<file path="src/rtl/matmul_sequencer_if.sv">
`default_nettype none
// ============================================================================
// Module      : matmul_sequencer_if
// Description : Command and MAC-datapath strobe bundle for matmul_sequencer.
// Revision    : 1.0 - initial release
// ============================================================================
interface matmul_sequencer_if #(
    parameter int ADDR_W = 10,
    parameter int DIM_W  = 6
);
    logic              start;
    logic [DIM_W-1:0]  dim_m;
    logic [DIM_W-1:0]  dim_k;
    logic [DIM_W-1:0]  dim_n;
    logic [ADDR_W-1:0] base_a;
    logic [ADDR_W-1:0] base_b;
    logic [ADDR_W-1:0] base_c;
    logic              busy;
    logic              done;
    logic              rd_en;
    logic [ADDR_W-1:0] a_addr;
    logic [ADDR_W-1:0] b_addr;
    logic              acc_load;
    logic              acc_en;
    logic              c_we;
    logic [ADDR_W-1:0] c_addr;

    modport master (
        output start, dim_m, dim_k, dim_n, base_a, base_b, base_c,
        input  busy, done, rd_en, a_addr, b_addr, acc_load, acc_en, c_we, c_addr
    );

    modport slave (
        input  start, dim_m, dim_k, dim_n, base_a, base_b, base_c,
        output busy, done, rd_en, a_addr, b_addr, acc_load, acc_en, c_we, c_addr
    );
endinterface
`default_nettype wire

</file>
<file path="src/rtl/matmul_sequencer.sv">
`default_nettype none
// ============================================================================
// Module      : matmul_sequencer
// Description : Sequences C = A x B over a MAC datapath with latency-aligned
//               accumulator strobes and result write strobes.
// Revision    : 1.0 - initial release
// ============================================================================
module matmul_sequencer #(
    parameter int ADDR_W  = 10,
    parameter int DIM_W   = 6,
    parameter int MEM_LAT = 2
) (
    input  logic               clock,
    input  logic               reset,
    matmul_sequencer_if.slave  bus
);
    localparam int DRAIN_W = 4;

    typedef enum logic [2:0] {
        S_IDLE  = 3'd0,
        S_ISSUE = 3'd1,
        S_DRAIN = 3'd2,
        S_WRITE = 3'd3,
        S_DONE  = 3'd4
    } state_t;

    state_t              r_state;
    state_t              w_state_next;
    logic                w_rd_en;
    logic                w_c_we;
    logic                w_done;

    logic [DIM_W-1:0]    r_dim_m, r_dim_k, r_dim_n;
    logic [DIM_W-1:0]    r_i, r_j, r_k;
    logic [DRAIN_W-1:0]  r_drain;
    logic [ADDR_W-1:0]   r_base_b;
    logic [ADDR_W-1:0]   r_a_row, r_a_ptr, r_b_col, r_b_ptr, r_c_ptr;
    logic [MEM_LAT-1:0]  r_tag_vld, r_tag_first;

    logic w_k_last, w_i_last, w_j_last, w_dims_ok, w_drain_last, w_first;

    assign w_k_last     = (r_k == r_dim_k - DIM_W'(1));
    assign w_i_last     = (r_i == r_dim_m - DIM_W'(1));
    assign w_j_last     = (r_j == r_dim_n - DIM_W'(1));
    assign w_dims_ok    = (|bus.dim_m) && (|bus.dim_k) && (|bus.dim_n);
    assign w_drain_last = (r_drain == DRAIN_W'(MEM_LAT - 1));
    assign w_first      = (r_k == '0);

    always_ff @(posedge clock) begin
        if (reset) r_state <= S_IDLE;
        else       r_state <= w_state_next;
    end

    always_comb begin
        w_state_next = r_state;
        w_rd_en      = 1'b0;
        w_c_we       = 1'b0;
        w_done       = 1'b0;
        case (r_state)
            S_IDLE:  if (bus.start) w_state_next = w_dims_ok ? S_ISSUE : S_DONE;
            S_ISSUE: begin
                w_rd_en = 1'b1;
                if (w_k_last) w_state_next = S_DRAIN;
            end
            S_DRAIN: if (w_drain_last) w_state_next = S_WRITE;
            S_WRITE: begin
                w_c_we       = 1'b1;
                w_state_next = (w_i_last && w_j_last) ? S_DONE : S_ISSUE;
            end
            S_DONE: begin
                w_done       = 1'b1;
                w_state_next = S_IDLE;
            end
            default: w_state_next = S_IDLE;
        endcase
    end

    // Incremental pointers: A walks +1 along a row, B walks +N down a column.
    always_ff @(posedge clock) begin
        if (reset) begin
            r_dim_m  <= '0;  r_dim_k <= '0;  r_dim_n <= '0;
            r_i      <= '0;  r_j     <= '0;  r_k     <= '0;
            r_drain  <= '0;
            r_base_b <= '0;
            r_a_row  <= '0;  r_a_ptr <= '0;
            r_b_col  <= '0;  r_b_ptr <= '0;
            r_c_ptr  <= '0;
        end else begin
            case (r_state)
                S_IDLE: if (bus.start) begin
                    r_dim_m  <= bus.dim_m;
                    r_dim_k  <= bus.dim_k;
                    r_dim_n  <= bus.dim_n;
                    r_base_b <= bus.base_b;
                    r_i      <= '0;
                    r_j      <= '0;
                    r_k      <= '0;
                    r_a_row  <= bus.base_a;
                    r_a_ptr  <= bus.base_a;
                    r_b_col  <= bus.base_b;
                    r_b_ptr  <= bus.base_b;
                    r_c_ptr  <= bus.base_c;
                end
                S_ISSUE: begin
                    r_drain <= '0;
                    if (!w_k_last) begin
                        r_k     <= r_k + DIM_W'(1);
                        r_a_ptr <= r_a_ptr + ADDR_W'(1);
                        r_b_ptr <= r_b_ptr + ADDR_W'(r_dim_n);
                    end
                end
                S_DRAIN: r_drain <= r_drain + DRAIN_W'(1);
                S_WRITE: begin
                    r_k     <= '0;
                    r_c_ptr <= r_c_ptr + ADDR_W'(1);
                    if (w_j_last) begin
                        r_j     <= '0;
                        r_i     <= r_i + DIM_W'(1);
                        r_a_row <= r_a_row + ADDR_W'(r_dim_k);
                        r_a_ptr <= r_a_row + ADDR_W'(r_dim_k);
                        r_b_col <= r_base_b;
                        r_b_ptr <= r_base_b;
                    end else begin
                        r_j     <= r_j + DIM_W'(1);
                        r_a_ptr <= r_a_row;
                        r_b_col <= r_b_col + ADDR_W'(1);
                        r_b_ptr <= r_b_col + ADDR_W'(1);
                    end
                end
                default: ;
            endcase
        end
    end

    // Tag pipeline delays each read's {valid, first} to when its product arrives.
    generate
        if (MEM_LAT == 1) begin : g_lat1
            always_ff @(posedge clock) begin
                if (reset) begin
                    r_tag_vld   <= '0;
                    r_tag_first <= '0;
                end else begin
                    r_tag_vld   <= w_rd_en;
                    r_tag_first <= w_first;
                end
            end
        end else begin : g_latn
            always_ff @(posedge clock) begin
                if (reset) begin
                    r_tag_vld   <= '0;
                    r_tag_first <= '0;
                end else begin
                    r_tag_vld   <= {r_tag_vld[MEM_LAT-2:0], w_rd_en};
                    r_tag_first <= {r_tag_first[MEM_LAT-2:0], w_first};
                end
            end
        end
    endgenerate

    assign bus.busy     = (r_state != S_IDLE);
    assign bus.done     = w_done;
    assign bus.rd_en    = w_rd_en;
    assign bus.a_addr   = r_a_ptr;
    assign bus.b_addr   = r_b_ptr;
    assign bus.acc_load = r_tag_vld[MEM_LAT-1] &  r_tag_first[MEM_LAT-1];
    assign bus.acc_en   = r_tag_vld[MEM_LAT-1] & ~r_tag_first[MEM_LAT-1];
    assign bus.c_we     = w_c_we;
    assign bus.c_addr   = r_c_ptr;
endmodule
`default_nettype wire

</file>
<file path="src/flat_wrapper.sv">
// flat-port wrapper written by rule: the top's interface ports become plain ports
module matmul_sequencer_flat 
#(
    parameter int ADDR_W  = 10,
    parameter int DIM_W   = 6,
    parameter int MEM_LAT = 2
)
  (clock, reset, bus_start, bus_dim_m, bus_dim_k, bus_dim_n, bus_base_a, bus_base_b, bus_base_c, bus_busy, bus_done, bus_rd_en, bus_a_addr, bus_b_addr, bus_acc_load, bus_acc_en, bus_c_we, bus_c_addr);
  matmul_sequencer_if #(.ADDR_W(ADDR_W), .DIM_W(DIM_W)) bus_i ();
  input  logic clock;
  input  logic reset;
  input wire logic [$bits(bus_i.start)-1:0] bus_start;
  input wire logic [$bits(bus_i.dim_m)-1:0] bus_dim_m;
  input wire logic [$bits(bus_i.dim_k)-1:0] bus_dim_k;
  input wire logic [$bits(bus_i.dim_n)-1:0] bus_dim_n;
  input wire logic [$bits(bus_i.base_a)-1:0] bus_base_a;
  input wire logic [$bits(bus_i.base_b)-1:0] bus_base_b;
  input wire logic [$bits(bus_i.base_c)-1:0] bus_base_c;
  output wire logic [$bits(bus_i.busy)-1:0] bus_busy;
  output wire logic [$bits(bus_i.done)-1:0] bus_done;
  output wire logic [$bits(bus_i.rd_en)-1:0] bus_rd_en;
  output wire logic [$bits(bus_i.a_addr)-1:0] bus_a_addr;
  output wire logic [$bits(bus_i.b_addr)-1:0] bus_b_addr;
  output wire logic [$bits(bus_i.acc_load)-1:0] bus_acc_load;
  output wire logic [$bits(bus_i.acc_en)-1:0] bus_acc_en;
  output wire logic [$bits(bus_i.c_we)-1:0] bus_c_we;
  output wire logic [$bits(bus_i.c_addr)-1:0] bus_c_addr;
  assign bus_i.start = bus_start;
  assign bus_i.dim_m = bus_dim_m;
  assign bus_i.dim_k = bus_dim_k;
  assign bus_i.dim_n = bus_dim_n;
  assign bus_i.base_a = bus_base_a;
  assign bus_i.base_b = bus_base_b;
  assign bus_i.base_c = bus_base_c;
  assign bus_busy = bus_i.busy;
  assign bus_done = bus_i.done;
  assign bus_rd_en = bus_i.rd_en;
  assign bus_a_addr = bus_i.a_addr;
  assign bus_b_addr = bus_i.b_addr;
  assign bus_acc_load = bus_i.acc_load;
  assign bus_acc_en = bus_i.acc_en;
  assign bus_c_we = bus_i.c_we;
  assign bus_c_addr = bus_i.c_addr;
  matmul_sequencer #(.ADDR_W(ADDR_W), .DIM_W(DIM_W), .MEM_LAT(MEM_LAT)) u_core (.clock(clock), .reset(reset), .bus(bus_i));
endmodule
</file>
<file path="config.mk">
export PLATFORM = sky130hd
export DESIGN_NAME = matmul_sequencer_flat
export DESIGN_NICKNAME = d
export VERILOG_FILES = /design/src/rtl/matmul_sequencer_if.sv /design/src/rtl/matmul_sequencer.sv /design/src/flat_wrapper.sv
export SDC_FILE = /design/constraint.sdc
export NUM_CORES = 1
export LEC_CHECK = 0
export BUFFER_PORTS_ARGS = -buffer_cell sky130_fd_sc_hd__buf_2
export CAP_MARGIN = 25
export CORE_MARGIN = 2
export CORE_UTILIZATION = 60
export DETAILED_ROUTE_END_ITERATION = 10
export GPL_TIMING_DRIVEN = 0
export HOLD_SLACK_MARGIN = 0.08
export PLACE_DENSITY_LB_ADDON = 0.1
export SYNTH_ARGS = -nofsm -noshare
export SYNTH_HDL_FRONTEND = slang
export SYNTH_SLANG_ARGS = --single-unit
</file>
<file path="constraint.sdc">
create_clock -name clock -period 6.74 [get_ports clock]
set_input_delay 0 -clock clock [delete_from_list [all_inputs] [get_ports clock]]
set_output_delay 0 -clock clock [all_outputs]
set_load 0.005 [all_outputs]
</file>
==> flow_summary.yaml, run 1 <==
placed_design:
  routabilityCongestion: 0.9824
  dpl_worst_slack_ns: 3.858
  port_buffers: 85
  dp_hpwl_mm: 14.89
layout:
  drive_above_1_share: 0.1517
  fin_util: 0.7454
  area_growth_pct: 20.83
  n_antenna_cell: 0
  nNetsFinal: 1008
power:
  p_leak_uw: 0.003140
  combPwrFrac: 0.472
  ir_drop_v: 0.0001939
  sequentialPowerShare: 0.349
  p_int_uw: 1521
  swShare: 0.4381
  p_clk_frac: 0.180
  p_switching_uw: 1186
  power_density_nw_per_um2: 351.7
route:
  firstDrtPassIters: 6
  viasPerCell: 6.358
  detail_route.wl_per_cell_um: 19.82
  dr.first_iter.drc_count: 727
  routed_wl_mm: 21.25
  drc_errors: 0
  drtAntennaViolNets: 0
  vias: 6816
synth:
  netlist_top_cells_count: "116 x nand2_1, 107 x dfxtp_1, 71 x a21oi_1, 63 x nor2_1, 37 x clkbuf_1"
  postSynthAreaPerCell_um2: 8.103
  synth_ff_type: "dfxtp_1"
  synth_edf_count: 0
  netlist_area_um2: 6369
  ys_top_cells_by_area: "dfxtp_1 34%, nand2_1 6.8%, a21oi_1 5.6%"
  synth_most_common_cell: "nand2_1"
  synth.top_cell.area_share: 0.3363
  synthDistinctLibCells: 77
  yosysSeqAreaShare: 0.3363
  async_reset_ff_frac: 0
  synth_largest_area_cell: "dfxtp_1"
  netlist_instances: 786
  syn-num-nets: 863
  synth_seq_cells: 107
  yosysWarnings: 0
cts:
  clockRootBuffer: "clkbuf_8"
  cts_max_level: 3
  clk_latency_ns: 0.40
  clockBufferDepth: 2
  ctsResizeCount: 0
  cts_sinks: 107
  cts_made_buffers: 9
  cts_tree: "built"
  cts.clk_slew.worst_paths_ns: 0.11
sta:
  worst_pin_slew_ns: 0.8977
  fin_crit_ns: 2.982
  grt_setup_unrepaired: "no"
  finalSetupViolations: 0
  final_hold_viol_count: 0
  drv_slew: 0
  timing.fmax_ghz: 0.3353
  setup_ws_ns: 3.758
  finalCritPeriodShare: 0.4424
  tns_ns: 0
  fin_skew_ns: 0.01588
  slew_headroom: 0.4015
floorplanning:
  die_x_um: 107.0
  core_area_um2: 10320
  die_area_um2: 11450
  start_util: 0.6169
  die_h_um: 107.0
  ios: 87
  std_cell_rows: 37
grt:
  grt_pass1_vias: 6676
  grt_overflow: 0
  globalRouteTotalUtil: 0.3761
  grt_first_pass_wirelength_mm: 33.35
  grt_max_degree: 18
  antenna_found_initial: 0
job:
  drv_cap: 0
worst_setup_path:
  cp.arrival_ns: 3.28
  worstSetupPathType: "reg2reg"
  cp-end-kind: "register"
  critPathMaxFanout: 10
  required_ns: 7.04
  cp-start-kind: "register"
run_status:
  status: "finished clean"
min_path:
  hold_class: "in2reg"
## cells in the final DEF, fill, tap and decap left out, types with 17 or more instances in the layout
cell	n
nor3_1	19
inv_1	17
dfxtp_1	107
dlygate4sd3_1	49
xnor2_1	26
a21oi_1	71
nor2_1	63
nand3_1	22
buf_2	90
clkbuf_1	38
ha_1	24
a31oi_1	25
nand2_1	116
o21ai_0	28
xor2_1	26
## worst paths after layout
kind	from	endpoint	slack, ns	cells past startpoint
setup / recovery	u_core.r_dim_n[1]	u_core.bus.a_addr[0]	3.76	10
hold / removal	bus_start	u_core.r_a_row[9]	0.19	5
setup reg to reg	u_core.r_dim_n[1]	u_core.bus.a_addr[0]	3.76	10
hold reg to reg	u_core.r_tag_vld[0]	u_core.r_tag_vld[1]	0.45	1
## per-layer routing
metal,track usage,part of all wire,vias up
li1,-,-,3130
met1,0.4470,0.37,3166
met2,0.6487,0.48,448
met3,0.08511,0.11,72
met4,0.1605,0.036,0
met5,0,0,-
## power groups by stage
stage / combinational (uW) / sequential [uW] / clock [uW]
after floorplan: 860 / 908 / 0
after global placement: 1190 / 939 / 0
after detailed placement: 1220 / 945 / 0
after CTS: 1240 / 933 / 487
after global routing: 1390 / 959 / 513
final: 1280 / 943 / 486
## cell families (layout without fill, tap and decap cells)
kind of cell / count (synthesis) / count (layout) / share of synthesized area
AO/OA/AOI/OAI: 220 / 220 / 0.2424
adder cells (fa/ha/maj): 26 / 26 / 0.05344
AND/OR/NAND/NOR: 299 / 299 / 0.2287
buffers and inverters: 71 / 221 / 0.04931
XOR/XNOR: 53 / 53 / 0.07407
flip-flops: 107 / 107 / 0.3363
multiplexers: 10 / 10 / 0.01572
## state kept, by name (all words and copies together) (netlist names)
signal / flops
u_core.bus.a_addr: 10
u_core.bus.b_addr: 10
u_core.bus.c_addr: 10
u_core.r_a_row: 10
u_core.r_b_col: 10
u_core.r_base_b: 10
u_core.r_dim_k: 6
u_core.r_dim_m: 6
u_core.r_dim_n: 6
u_core.r_i: 6
u_core.r_j: 6
u_core.r_k: 6
u_core.r_drain: 4
u_core.r_state: 3
u_core.r_tag_first: 2
u_core.r_tag_vld: 2
## worst max-delay path, stage by stage (launching register included)
cell	delay [ns]
dfxtp_1	0.48
inv_1	0.14
ha_1	0.26
o21ba_1	0.21
a221oi_2	0.29
a41oi_2	0.12
nor2_1	0.30
buf_2	0.41
mux2i_1	0.31
o21ai_0	0.12
o221a_1	0.23
## stage by stage
stage	instance area, um^2	hold WS, ns	std cells	power (uW)
2_1_floorplan	6369	0.1360	786	1768
3_3_place_gp	6964	0.2319	1007	2126
3_5_place_dp	6964	0.2569	1007	2162
4_1_cts	7695	0.1643	1072	2664
5_1_grt	7695	0.2388	1072	2857
6_report	7695	0.1939	1072	2707
## final cells by class
| cell class | instances | area (um^2) |
|---|---|---|
| Fill cell | 789 | 2629 |
| Buffer | 52 | 242.7 |
| Sequential cell | 107 | 2142 |
| Inverter | 19 | 71.32 |
| Timing Repair Buffer | 134 | 915.9 |
| Multi-Input combinational cell | 608 | 3913 |
| Clock buffer | 10 | 127.6 |
| Clock inverter | 6 | 112.6 |
| Tap cell | 136 | 170.2 |
## what timing repair did
item,CTS,global route
setup endpoints to repair,0,0
hold buffers,49,0
hold endpoints to repair,74,0
buffers inserted,0,0
(Power assumes the default switching activity.)
==> run 2: changes to the inputs <==
--- a/config.mk
+++ b/config.mk
@@ -8,7 +8,7 @@
 export BUFFER_PORTS_ARGS = -buffer_cell sky130_fd_sc_hd__buf_2
 export CAP_MARGIN = 25
 export CORE_MARGIN = 2
-export CORE_UTILIZATION = 60
+export CORE_UTILIZATION = 53
 export DETAILED_ROUTE_END_ITERATION = 10
 export GPL_TIMING_DRIVEN = 0
 export HOLD_SLACK_MARGIN = 0.08
==> constraint.sdc (replaced) <==
create_clock -name clock -period 2.5 [get_ports clock]
set_input_delay 0 -clock clock [delete_from_list [all_inputs] [get_ports clock]]
set_output_delay 0 -clock clock [all_outputs]
set_load 0.005 [all_outputs]
==> run 2 against run 1 <==
Sequential power rose to 2.7 times the previous value; largest cell class unchanged; combinational power rose to 2.9 times the previous value; cell area up 3.4%.
==> flow_summary.yaml, run 2 (synthesis results as in run 1) <==
route:
  drtAntennaViolNets: 0
  vias: 6841
  firstDrtPassIters: 5
  dr.first_iter.drc_count: 706
  viasPerCell: 6.293
  detail_route.wl_per_cell_um: 20.29
  routed_wl_mm: 22.06
  drc_errors: 0
cts:
  cts_tree: "built"
  cts_sinks: 107
  cts.clk_slew.worst_paths_ns: 0.07
  clockRootBuffer: "clkbuf_16"
  clk_latency_ns: 0.36
  cts_made_buffers: 9
  cts_max_level: 3
  clockBufferDepth: 2
layout:
  drive_above_1_share: 0.1894
  area_growth_pct: 24.99
  fin_util: 0.6711
  n_antenna_cell: 0
  final_common_cell: "nand2_1"
  finish.instance_area_um2: 7960
  layoutNonFillerInstCount: 1087
  mostFrequentLayoutCells: "116 x nand2_1, 102 x dfxtp_1, 88 x buf_2"
  nNetsFinal: 1014
sta:
  slew_headroom: 0.3612
  fin_crit_ns: 2.479
  drv_slew: 0
  finalSetupViolations: 0
  grt_setup_unrepaired: "yes"
  timing.fmax_ghz: 0.4035
  final_hold_viol_count: 0
  finalCritPeriodShare: 0.9914
  worst_pin_slew_ns: 0.9582
  fin_skew_ns: 0.009113
grt:
  grt_overflow: 0
  grt_pass1_vias: 6524
  antenna_found_initial: 0
  grt_first_pass_wirelength_mm: 33.58
  grt_max_degree: 16
  globalRouteTotalUtil: 0.3356
placed_design:
  dp_hpwl_mm: 15.34
  routabilityCongestion: 0.9176
  dpl-instance-area_um2: 6978
  port_buffers: 85
  dp_cells: 1018
power:
  power_density_nw_per_um2: 946.9
  p_leak_uw: 0.003239
  power.total_uw: 7538
  ir_drop_v: 0.0004381
floorplanning:
  core_area_um2: 11860
  die_h_um: 113.6
  std_cell_rows: 40
  ios: 87
  die_area_um2: 12910
  die_x_um: 113.6
  start_util: 0.5369
run_status:
  status: "finished clean"
min_path:
  hold_class: "in2reg"
  whs_path_depth: 4
job:
  drv_cap: 0
worst_setup_path:
  cp.arrival_ns: 2.75
  required_ns: 2.77
  critPathMaxFanout: 7
  rr_worst_depth: 9
  cp-start-kind: "register"
  worstSetupPathType: "reg2reg"
  cp-end-kind: "register"
[run 2: changes by cell type in the layout (fill, tap and decap cells not counted), sizes merged]
cell and change:
dlygate4sd3 -2, bufinv -3, inv -1, clkbuf +2
clkinvlp +1, buf +7
[run 2: critical path, cell delays in order, from the launching register on]
cell and delay (ns):
dfxtp_4 0.38, ha_1 0.22, fa_1 0.45, a211oi_2 0.27
o21bai_1 0.13, a21oi_2 0.29, nor3_2 0.11, xor2_1 0.16
nand2_1 0.12, a311oi_2 0.25
[run 2: repair_timing]
item,in CTS,in global routing
endpoints found under the setup margin,54,61
pin swaps,1,5
gates resized for setup,21,29
hold buffers,47,0
hold endpoints to repair,62,0
buffers inserted,1,6
gates cloned,0,1
[run 2: where the power goes]
group | total (uW) | switching [uW] | internal [uW]
combinational | 3660 | 2210 | 1450
sequential | 2560 | 474 | 2090
clock | 1320 | 653 | 663
total | 7540 | 3340 | 4200
[run 2: area by class of cell]
cell class              count  area [um^2]
clock buffers              11        232.7
clock inverters             3        17.52
multi-input cells         608         4058
repair buffers            140        973.4
well taps                 147        183.9
fillers                  1008         3901
flip-flops and latches    107         2158
plain buffers              52        262.8
inverters                  19        73.82
[run 2: final timing paths]
| check | from | endpoint | slack (ns) |
|---|---|---|---|
| worst max-delay path | u_core.r_dim_k[0] | u_core.bus.a_addr[6] | 0.02 |
| worst min-delay path | bus_base_a[1] | u_core.r_a_row[1] | 0.08 |
| worst max register to register | u_core.r_dim_k[0] | u_core.bus.a_addr[6] | 0.02 |
| worst min register to register | u_core.r_tag_vld[0] | u_core.r_tag_vld[1] | 0.44 |
[run 2: routing by layer]
metal | up-vias | track usage | routed length, um
li1 | 3136 | - | -
met1 | 3275 | 0.4170 | 8706
met2 | 361 | 0.5752 | 10650
met3 | 69 | 0.04835 | 1872
met4 | 0 | 0.1577 | 825
met5 | - | 0 | 0
[run 2: metrics by stage]
step           setup TNS (ns)  worst slack [ns]  hold WS [ns]
2_1_floorplan               0            0.2169        0.1360
3_3_place_gp           -5.948           -0.2450        0.2312
3_5_place_dp           -6.706           -0.3115        0.2477
4_1_cts             -0.009264         -0.004004       0.08241
5_1_grt              -0.06239          -0.02652        0.1064
6_report                    0           0.02143       0.08156
==> run 3: changes to the inputs <==
--- a/config.mk
+++ b/config.mk
@@ -8,7 +8,7 @@
 export BUFFER_PORTS_ARGS = -buffer_cell sky130_fd_sc_hd__buf_2
 export CAP_MARGIN = 25
 export CORE_MARGIN = 2
-export CORE_UTILIZATION = 53
+export CORE_UTILIZATION = 58
 export DETAILED_ROUTE_END_ITERATION = 10
 export GPL_TIMING_DRIVEN = 0
 export HOLD_SLACK_MARGIN = 0.08
==> constraint.sdc (replaced) <==
create_clock -name clock -period 2.8 [get_ports clock]
set_input_delay 0 -clock clock [delete_from_list [all_inputs] [get_ports clock]]
set_output_delay 0 -clock clock [all_outputs]
set_load 0.005 [all_outputs]
==> run 3 against run 2 <==
Via count decreased by 1.7%; cell count decreased by 1.0%; sequential share of layout area increased by 0.96 points; largest cell class unchanged; largest power group unchanged; highest routed layer unchanged.
==> flow_summary.yaml, run 3 (synthesis results as in run 1) <==
grt:
  globalRouteTotalUtil: 0.3664
  antenna_found_initial: 0
  grt_first_pass_wirelength_mm: 33.14
  grt_max_degree: 18
  grt_overflow: 0
  grt_pass1_vias: 6596
worst_setup_path:
  r2r-start: "u_core.r_dim_n[1]"
  cp-end-kind: "register"
  cp.arrival_ns: 2.95
  cp-start-kind: "register"
  startpoint: "u_core.r_dim_n[1]"
  worstSetupPathType: "reg2reg"
  ff2ff_setup_slack_ns: 0.11
  required_ns: 3.05
  critPathMaxFanout: 10
layout:
  mostFrequentLayoutCells: "116 x nand2_1, 105 x dfxtp_1, 89 x buf_2"
  layoutNonFillerInstCount: 1076
  n_antenna_cell: 0
  final_common_cell: "nand2_1"
  drive_above_1_share: 0.1581
  nNetsFinal: 1008
  area_growth_pct: 19.94
  finish.instance_area_um2: 7639
placed_design:
  dp_cells: 1011
  dp_hpwl_mm: 14.99
  routabilityCongestion: 0.9961
  dpl-instance-area_um2: 6969
  dpl_worst_slack_ns: -0.001939
  port_buffers: 85
route:
  vias: 6722
  viasPerCell: 6.247
  drc_errors: 0
  firstDrtPassIters: 7
  detail_route.wl_per_cell_um: 19.55
  dr.first_iter.drc_count: 640
  drtAntennaViolNets: 0
  routed_wl_mm: 21.03
floorplanning:
  core_area_um2: 10790
  die_x_um: 108.8
  die_h_um: 108.8
  start_util: 0.5901
  ios: 87
  std_cell_rows: 38
  die_area_um2: 11830
cts:
  cts_tree: "built"
  clk_latency_ns: 0.41
  clockBufferDepth: 2
  cts_sinks: 107
  cts_max_level: 3
  clockRootBuffer: "clkbuf_8"
  cts.clk_slew.worst_paths_ns: 0.10
  cts_made_buffers: 9
power:
  p_leak_uw: 0.003115
  ir_drop_v: 0.0006100
  power.total_uw: 6256
  power_density_nw_per_um2: 818.9
sta:
  final_hold_viol_count: 0
  fin_crit_ns: 2.693
  setup_ws_ns: 0.1068
  finalCritPeriodShare: 0.9619
  fin_skew_ns: 0.01782
  slew_headroom: 0.4138
  drv_slew: 0
  finalSetupViolations: 0
  worst_pin_slew_ns: 0.8793
  timing.fmax_ghz: 0.3713
  tns_ns: 0
  grt_setup_unrepaired: "no"
job:
  drv_cap: 0
min_path:
  min-delay-start: "bus_start"
  hold_class: "in2reg"
run_status:
  status: "finished clean"
run 3: cell types whose count changed in the layout (fill, tap and decap cells not counted), moves of 3 or more:
cell / change
clkbuf_16: -10
clkbuf_2: -3
a31oi_2: -4
a31oi_1: +4
dfxtp_4: -4
buf_4: -7
clkbuf_8: +9
dfxtp_1: +3
run 3: report_power, final:
group          switching [uW]  internal (uW)
clock                     570            325
combinational            1890           1210
sequential                403           1860
total                    2860           3390
run 3: per-layer routing:
metal / vias up / share of wire / GRT usage
met4: 0 / 0.040 / 0.1777
met5: - / 0 / 0
met3: 74 / 0.090 / 0.09085
li1: 3138 / - / -
met2: 325 / 0.48 / 0.6192
met1: 3185 / 0.39 / 0.4345
run 3: what timing repair did:
action | 4_1_cts | 5_1_grt
endpoints found under the hold margin | 77 | 0
buffers inserted | 0 | 0
hold buffers | 49 | 0
gates resized for setup | 1 | 9
setup endpoints to repair | 5 | 23
run 3: worst paths after layout:
path,to,depth (start not counted)
worst max register to register,u_core.r_a_row[8],10
worst max-delay path,u_core.r_a_row[8],10
worst min-delay path,u_core.r_state[2],4
worst min register to register,u_core.r_tag_vld[1],1
run 3: through the flow:
step,util,hold WS (ns)
global placement,0.6457,0.2340
floorplan,-,0.1360
finish,0.7077,0.2273
global route,0.7077,0.2379
CTS,0.7069,0.2055
detailed placement,0.6457,0.2345
run 3: area by class of cell:
class                   count  area [um^2]
flip-flops and latches    107         2145
well taps                 140        175.2
clock buffers              10        127.6
repair buffers            134        915.9
plain buffers              52        249.0
fillers                   889         3154
inverters                  19        71.32
multi-input cells         608         3915
clock inverters             6        40.04
run 3: worst max-delay path: stages, from the launching register on:
cell	delay [ns]
dfxtp_2	0.41
inv_1	0.11
ha_1	0.27
o21ba_1	0.20
a221oi_2	0.29
a41oi_2	0.12
or2_1	0.28
buf_6	0.16
nor3_2	0.20
mux2i_1	0.39
a21oi_1	0.11
